--- config.mk ---
export PLATFORM = sky130hd
export DESIGN_NAME = id_ex_operand_stage
export DESIGN_NICKNAME = d
export VERILOG_FILES = /design/src/rtl/id_ex_operand_stage.sv
export SDC_FILE = /design/constraint.sdc
export NUM_CORES = 1
export LEC_CHECK = 0
export CAP_MARGIN = 20
export CELL_PAD_IN_SITES_DETAIL_PLACEMENT = 2
export CELL_PAD_IN_SITES_GLOBAL_PLACEMENT = 2
export CORE_MARGIN = 2
export CORE_UTILIZATION = 26
export CTS_CLUSTER_SIZE = 28
export DETAILED_ROUTE_END_ITERATION = 10
export PLACE_DENSITY_LB_ADDON = 0.05
export SETUP_SLACK_MARGIN = 0.4
export SYNTH_ARGS = -nofsm -noshare
export SYNTH_HDL_FRONTEND = slang
export SYNTH_SLANG_ARGS = --single-unit
--- constraint.sdc ---
create_clock -name clk -period 5.1 [get_ports clk]
set_clock_uncertainty 0.15 [all_clocks]
set_input_delay 0.765 -clock clk [delete_from_list [all_inputs] [get_ports clk]]
set_output_delay 0.765 -clock clk [all_outputs]
set_load 0.005 [all_outputs]
--- src/rtl/id_ex_operand_stage.sv ---
// ID/EX pipeline stage: operand forwarding from MEM/WB, load-use stall detection,
// bubble insertion and the ID/EX register feeding the ALU.
module id_ex_operand_stage #(
  parameter int DATA_W     = 16,
  parameter int REG_ADDR_W = 3,
  parameter int CNT_W      = 16
) (
  input  logic                  clk,
  input  logic                  rst_n,
  input  logic                  id_valid,
  input  logic [REG_ADDR_W-1:0] id_rs1,
  input  logic [REG_ADDR_W-1:0] id_rs2,
  input  logic [REG_ADDR_W-1:0] id_rd,
  input  logic                  id_use_rs2,
  input  logic                  id_use_imm,
  input  logic [DATA_W-1:0]     id_imm,
  input  logic                  id_reg_write,
  input  logic                  id_mem_read,
  input  logic                  id_mem_write,
  input  logic [DATA_W-1:0]     bus_a,
  input  logic [DATA_W-1:0]     bus_b,
  input  logic                  flush,
  input  logic [REG_ADDR_W-1:0] mem_rd,
  input  logic                  mem_reg_write,
  input  logic [DATA_W-1:0]     mem_result,
  input  logic [REG_ADDR_W-1:0] wb_rd,
  input  logic                  wb_reg_write,
  input  logic [DATA_W-1:0]     wb_data,
  output logic                  stall,
  output logic                  ex_valid,
  output logic                  ex_reg_write,
  output logic                  ex_mem_read,
  output logic                  ex_mem_write,
  output logic [REG_ADDR_W-1:0] ex_rd,
  output logic [DATA_W-1:0]     ex_op_a,
  output logic [DATA_W-1:0]     ex_op_b,
  output logic [DATA_W-1:0]     ex_store_data,
  output logic [CNT_W-1:0]      bubble_count
);

  logic                  ex_valid_q, ex_valid_d;
  logic                  ex_reg_write_q, ex_reg_write_d;
  logic                  ex_mem_read_q, ex_mem_read_d;
  logic                  ex_mem_write_q, ex_mem_write_d;
  logic [REG_ADDR_W-1:0] ex_rd_q, ex_rd_d;
  logic [DATA_W-1:0]     ex_op_a_q, ex_op_a_d;
  logic [DATA_W-1:0]     ex_op_b_q, ex_op_b_d;
  logic [DATA_W-1:0]     ex_store_data_q, ex_store_data_d;
  logic [CNT_W-1:0]      bubble_count_q, bubble_count_d;

  logic [DATA_W-1:0]     fwd_a, fwd_b;
  logic                  hazard_rs1, hazard_rs2;

  // R0 is hard-wired zero, so a pending write to index 0 must never be forwarded.
  always_comb begin
    fwd_a = bus_a;
    if (id_rs1 == '0)
      fwd_a = '0;
    else if (mem_reg_write && (mem_rd == id_rs1))
      fwd_a = mem_result;
    else if (wb_reg_write && (wb_rd == id_rs1))
      fwd_a = wb_data;
  end

  always_comb begin
    fwd_b = bus_b;
    if (id_rs2 == '0)
      fwd_b = '0;
    else if (mem_reg_write && (mem_rd == id_rs2))
      fwd_b = mem_result;
    else if (wb_reg_write && (wb_rd == id_rs2))
      fwd_b = wb_data;
  end

  assign hazard_rs1 = (ex_rd_q == id_rs1);
  assign hazard_rs2 = id_use_rs2 && (ex_rd_q == id_rs2);
  assign stall = id_valid && ex_valid_q && ex_mem_read_q && (ex_rd_q != '0) &&
                 (hazard_rs1 || hazard_rs2) && !flush;

  // Flush and stall both insert a bubble; only a stall is counted.
  always_comb begin
    ex_valid_d      = ex_valid_q;
    ex_reg_write_d  = ex_reg_write_q;
    ex_mem_read_d   = ex_mem_read_q;
    ex_mem_write_d  = ex_mem_write_q;
    ex_rd_d         = ex_rd_q;
    ex_op_a_d       = ex_op_a_q;
    ex_op_b_d       = ex_op_b_q;
    ex_store_data_d = ex_store_data_q;
    bubble_count_d  = bubble_count_q;
    if (flush || stall) begin
      ex_valid_d     = 1'b0;
      ex_reg_write_d = 1'b0;
      ex_mem_read_d  = 1'b0;
      ex_mem_write_d = 1'b0;
      if (stall && (bubble_count_q != '1))
        bubble_count_d = bubble_count_q + 1'b1;
    end else begin
      ex_valid_d      = id_valid;
      ex_reg_write_d  = id_reg_write && id_valid;
      ex_mem_read_d   = id_mem_read && id_valid;
      ex_mem_write_d  = id_mem_write && id_valid;
      ex_rd_d         = id_rd;
      ex_op_a_d       = fwd_a;
      ex_op_b_d       = id_use_imm ? id_imm : fwd_b;
      ex_store_data_d = fwd_b;
    end
  end

  always_ff @(posedge clk or negedge rst_n) begin
    if (!rst_n) begin
      ex_valid_q      <= 1'b0;
      ex_reg_write_q  <= 1'b0;
      ex_mem_read_q   <= 1'b0;
      ex_mem_write_q  <= 1'b0;
      ex_rd_q         <= '0;
      ex_op_a_q       <= '0;
      ex_op_b_q       <= '0;
      ex_store_data_q <= '0;
      bubble_count_q  <= '0;
    end else begin
      ex_valid_q      <= ex_valid_d;
      ex_reg_write_q  <= ex_reg_write_d;
      ex_mem_read_q   <= ex_mem_read_d;
      ex_mem_write_q  <= ex_mem_write_d;
      ex_rd_q         <= ex_rd_d;
      ex_op_a_q       <= ex_op_a_d;
      ex_op_b_q       <= ex_op_b_d;
      ex_store_data_q <= ex_store_data_d;
      bubble_count_q  <= bubble_count_d;
    end
  end

  assign ex_valid      = ex_valid_q;
  assign ex_reg_write  = ex_reg_write_q;
  assign ex_mem_read   = ex_mem_read_q;
  assign ex_mem_write  = ex_mem_write_q;
  assign ex_rd         = ex_rd_q;
  assign ex_op_a       = ex_op_a_q;
  assign ex_op_b       = ex_op_b_q;
  assign ex_store_data = ex_store_data_q;
  assign bubble_count  = bubble_count_q;

endmodule

Word-level counts from Yosys, hierarchy flattened
Index checks and enable logic that the tools add are counted.
Widths: inputs -> output; s select.

operators by class
  add/sub/neg operators = 1
  multiply operators = 0
  divide/modulo/power cells = 0
  magnitude comparators = 0
  equality and inequality tests = 7
  shift operators = 0
  muxes and demuxes = 11
  bitwise logic cells = 0
  reductions and logical operators = 21

operators by type and width
  cell                   number
  $mux 16                7
  $eq 3x3->1             6
  $add 16x1->16 const B  1
  $ne 16x16->1 const B   1
  $logic_and 1x1->1      14
  $logic_not 3->1        2
  $mux 1                 4
  $reduce_bool 3->1      1
  $logic_or 1x1->1       2
  $reduce_and 2->1       1
  $logic_not 1->1        1

storage, ports and cells
  register bits = 71
  latch bits = 0
  memory bits (writable) = 0
  bits in read-only memories = 0
  input port bits = 106
  output and inout bits = 72
  logic and storage cells = 49
  memories = 0

Depth between registers and ports, before layout
  depth after elaboration = 7
  depth in mapped cells = 7
  mapped depth without buffers = 6

Worst setup path after synthesis
OpenSTA, ideal clock, no wires.

  path type = input-to-output
  start point = in id_rs2[1]
  end point = out stall
  data arrival time = 1.739 ns
  data required time = 4.185 ns
  path slack = 2.446 ns
  stages = 4
  path buffers = 1
  cells stage by stage = xnor2_1 nand4_1 a211oi_2 buf_2

on the way
  word-level cells in the longest chain between the ends = 5

ends and longest elaborated chain
  item               line  text
  from (decl)        12    input logic [REG_ADDR_W-1:0] id_rs2,
  $eq 3x3->1         76    assign hazard_rs2 = id_use_rs2 && (ex_rd_q == id_rs2);
  $logic_and 1x1->1  76
  $logic_or 1x1->1   78    (hazard_rs1 || hazard_rs2) && !flush;
  $logic_and 1x1->1  77    assign stall = id_valid && ex_valid_q && ex_mem_read_q && (ex_rd_q != '0) &&
  $logic_and 1x1->1  78
  to (decl)          29    output logic stall,

No other way between the ends.

Worst setup path after layout
  start point = in id_rs2[0]
  end point = reg ex_store_data_q[13] (netlist: ex_store_data[13])

on the way
  word-level cells in the longest chain between the ends = 6
  elaborated cells on any way between the ends = 14

ends and longest elaborated chain
  item                                                             line  text
  parallel branches: the longest is 6 deep, another holds $mux 16  --
  to (signal assigned)                                             129   ex_store_data_q <= ex_store_data_d;
  to (decl)                                                        48    logic [DATA_W-1:0] ex_store_data_q, ex_store_data_d;

Parallel ways; which one is timed is not known.
A chain may end at the register's enable or synchronous reset.

==> flow_summary_export.csv <==
group,metric,value,unit
timing,layout_min_cycle_time,3.89,ns
global_routing,grt_pass1_vias,4577,
timing,worst_pin_slew,1.05,ns
timing,timing.final.crit_share,76.3,%
timing,finalSetupTns,0,ns
logic_synthesis,synth_cells,431,
worst_setup_path,r2r_slack,2.37,ns
timing,hold_viol,0,
logic_synthesis,async_reset_ff_share,100,%
die,coreArea,15200,µm²
die,rows,45,
clock_tree,postCtsSetupBuffers,0,
logic_synthesis,synth_top_family_by_area,"compound AO/OA/AOI/OAI gates",
logic_synthesis,yosysSeqAreaShare,43.8,%
place,gp_congestion,0.785,
route,drc,0,
timing,rsz0062_at_grt,"false",
logic_synthesis,synth_mux_area_share,1.39,%
logic_synthesis,synth_top_area_cell,"dfrtp_1",
route,routed_wirelength,18300,µm
finish,num-fill-cells,1654,
global_routing,grt_max_degree,72,
global_routing,antenna_found_initial,2,
clock_tree,cts_max_path_buffers,2,
power,max-vdd-ir-drop,0.195,mV
power,leakagePower,0.00251,µW
finish,nNetsFinal,701,
die,initial_core_util,26.7,%
clock_tree,numCtsBuffers,9,
die,boundaryPins,178,
clock_tree,path_clk_slew,0.06,ns
logic_synthesis,synth_edf_count,0,
job,cap_violations,0,
logic_synthesis,postSynthAreaPerCell,9.40,µm²
logic_synthesis,synth_ff_type,"dfrtp_1",
logic_synthesis,synth_top_area_share,43.8,%
global_routing,grt.total_usage,22.7,%
logic_synthesis,syn_area,4050,µm²
die,dieArea,16600,µm²
die,die_h,129,µm
clock_tree,cts_tree,"done",
timing,setup_violations,0,
global_routing,grt_pass1_wl,28400,µm
route,dr.pass1.iters,4,
route,vias,4284,
route,drtAntennaViolNets,0,
worst_setup_path,cp-end-kind,"flip-flop",
finish,layout-drive-gt1-share,6.19,%
global_routing,grt_overflow,0,
die,die_w,129,µm
min_path,hp-class,"flip-flop to flip-flop",
logic_synthesis,syn-num-nets,538,
clock_tree,clock_latency,0.34,ns
logic_synthesis,synth-xor-area-share,6.48,%
logic_synthesis,synth_area_leaders,"dfrtp_1 (44%), o21ai_0 (7.9%), xnor2_1 (6.1%)",
worst_setup_path,required,5.14,ns
worst_setup_path,arrival,3.93,ns
place,port_buffers,177,
clock_tree,cts_max_level,3,
clock_tree,root_buffer,"clkbuf_16",
worst_setup_path,cp_max_fo,17,
logic_synthesis,synth_compound_area_share,30.6,%
timing,whs,0.370,ns
power,power.density,271,nW/µm²
worst_setup_path,crit_type,"primary input to flip-flop",
clock_tree,postCtsHoldBufs,0,
timing,fmax,257,MHz
clock_tree,cts_resized,0,
place,dp.final_hpwl,13600,µm
logic_synthesis,synthAdderAreaFrac,0.309,%
route,routedWlPerCell,23.3,µm
worst_setup_path,startpoint_type,"primary input",
route,avgViaCountPerCell,5.44,
finish,final_util,41.4,%
finish,area_growth,55.5,%
logic_synthesis,synth-simple-area-share,11.9,%
logic_synthesis,synth.distinct_cells,41,
outcome,status,"complete, no violations",
logic_synthesis,synth-seq-cells,71,
timing,relSlewSlack,29.7,%
clock_tree,cts_sinks,71,
power,p_total,1710,µW
timing,slew_violations,0,
route,drt-initial-drc-count,180,
logic_synthesis,yosysWarnings,0,
-- power by group --
part / switching, µW / internal [µW] / leakage (µW) / total, µW
sequential: 41.4 / 617 / 0.000891 / 658
combinational: 181 / 242 / 0.00148 / 424
clock: 248 / 375 / 0.000135 / 623
total: 471 / 1230 / 0.00251 / 1710
-- registers in the layout (all words and copies together), names as in the netlist --
| name | cells |
|---|---|
| ex_rd | 3 |
| ex_mem_write | 1 |
| bubble_count | 16 |
| ex_reg_write | 1 |
| ex_mem_read | 1 |
| ex_valid | 1 |
| ex_store_data | 16 |
| ex_op_a | 16 |
| ex_op_b | 16 |
-- cells in the final DEF, fill, tap and decap left out, types with 11 or more instances in the layout --
master,n
a21oi_1,18
o31ai_1,31
o211ai_1,16
clkdlybuf4s50_1,175
nand4_1,11
o21ai_0,64
and3_1,24
a221o_1,16
dfrtp_1,71
a211oi_1,16
a2bb2oi_1,16
xnor2_1,28
nor2_1,21
inv_1,17
-- stage by stage --
stage	instance area [µm²]	cells	setup slack (ns)
detailed placement	6020	771	0.937
CTS	6300	786	1.23
global route	6300	786	1.03
global placement	5970	767	1.04
floorplan	4050	431	2.45
finish	6300	787	1.21
-- metal layers --
| metal | wire length [µm] | global-route usage (%) |
|---|---|---|
| met1 | 8610 | 32.7 |
| met2 | 8210 | 34.2 |
| met3 | 1380 | 7.07 |
| met4 | 97 | 3.07 |
| met5 | 13 | 0 |
-- cell usage after synthesis, types with 2 or more instances --
cell / n
clkbuf_1: 29
and3_1: 24
or3_1: 2
nor3_1: 2
o31ai_1: 31
o211ai_1: 16
xor2_1: 2
xnor2_1: 28
inv_1: 17
o21ai_0: 64
nand2_1: 5
nand4_1: 11
mux2_1: 2
buf_1: 3
a21oi_1: 18
and4_1: 2
buf_2: 3
a211oi_1: 16
nand3_1: 10
a221o_1: 16
mux2_2: 3
nor2_1: 22
dfrtp_1: 71
buf_6: 2
a2bb2oi_1: 16
-- cell type report --
| type | count | area [µm²] | share of cell area [%] |
|---|---|---|---|
| diodes | 1 | 2.50 | 0.0397 |
| flip-flops and latches | 71 | 1780 | 28.2 |
| inverters | 17 | 63.8 | 1.01 |
| clock inverters | 4 | 47.5 | 0.755 |
| clock buffers | 11 | 233 | 3.69 |
| repair buffers | 189 | 1870 | 29.7 |
| well taps | 188 | 235 | 3.73 |
| multi-input cells | 306 | 2070 | 32.8 |
-- critical path: stages --
cell and delay [ns]:
clkdlybuf4s50_1 0.54, xnor2_1 0.87, nand4bb_1 0.89, a221o_1 0.63, o21ai_0 0.12, o31ai_1 0.10
-- path summary, 6_finish.rpt --
path                                  start                end  cells past startpoint
setup reg to reg                   ex_rd[1]        ex_op_a[13]                      5
setup / recovery                  id_rs2[0]  ex_store_data[13]                      6
max in group asynchronous             rst_n    bubble_count[8]                      1
hold reg to reg            ex_store_data[0]   ex_store_data[0]                      2
min in group asynchronous             rst_n   bubble_count[11]                      1
hold / removal             ex_store_data[0]   ex_store_data[0]                      2
-- logic make-up after synthesis --
kind of cell,after synthesis
compound gates,183
xor+xnor,30
fa+ha+maj,1
buf+inv,54
flops,71
mux,5
simple gates,87
Note: power is estimated with default switching activity, not from simulation.
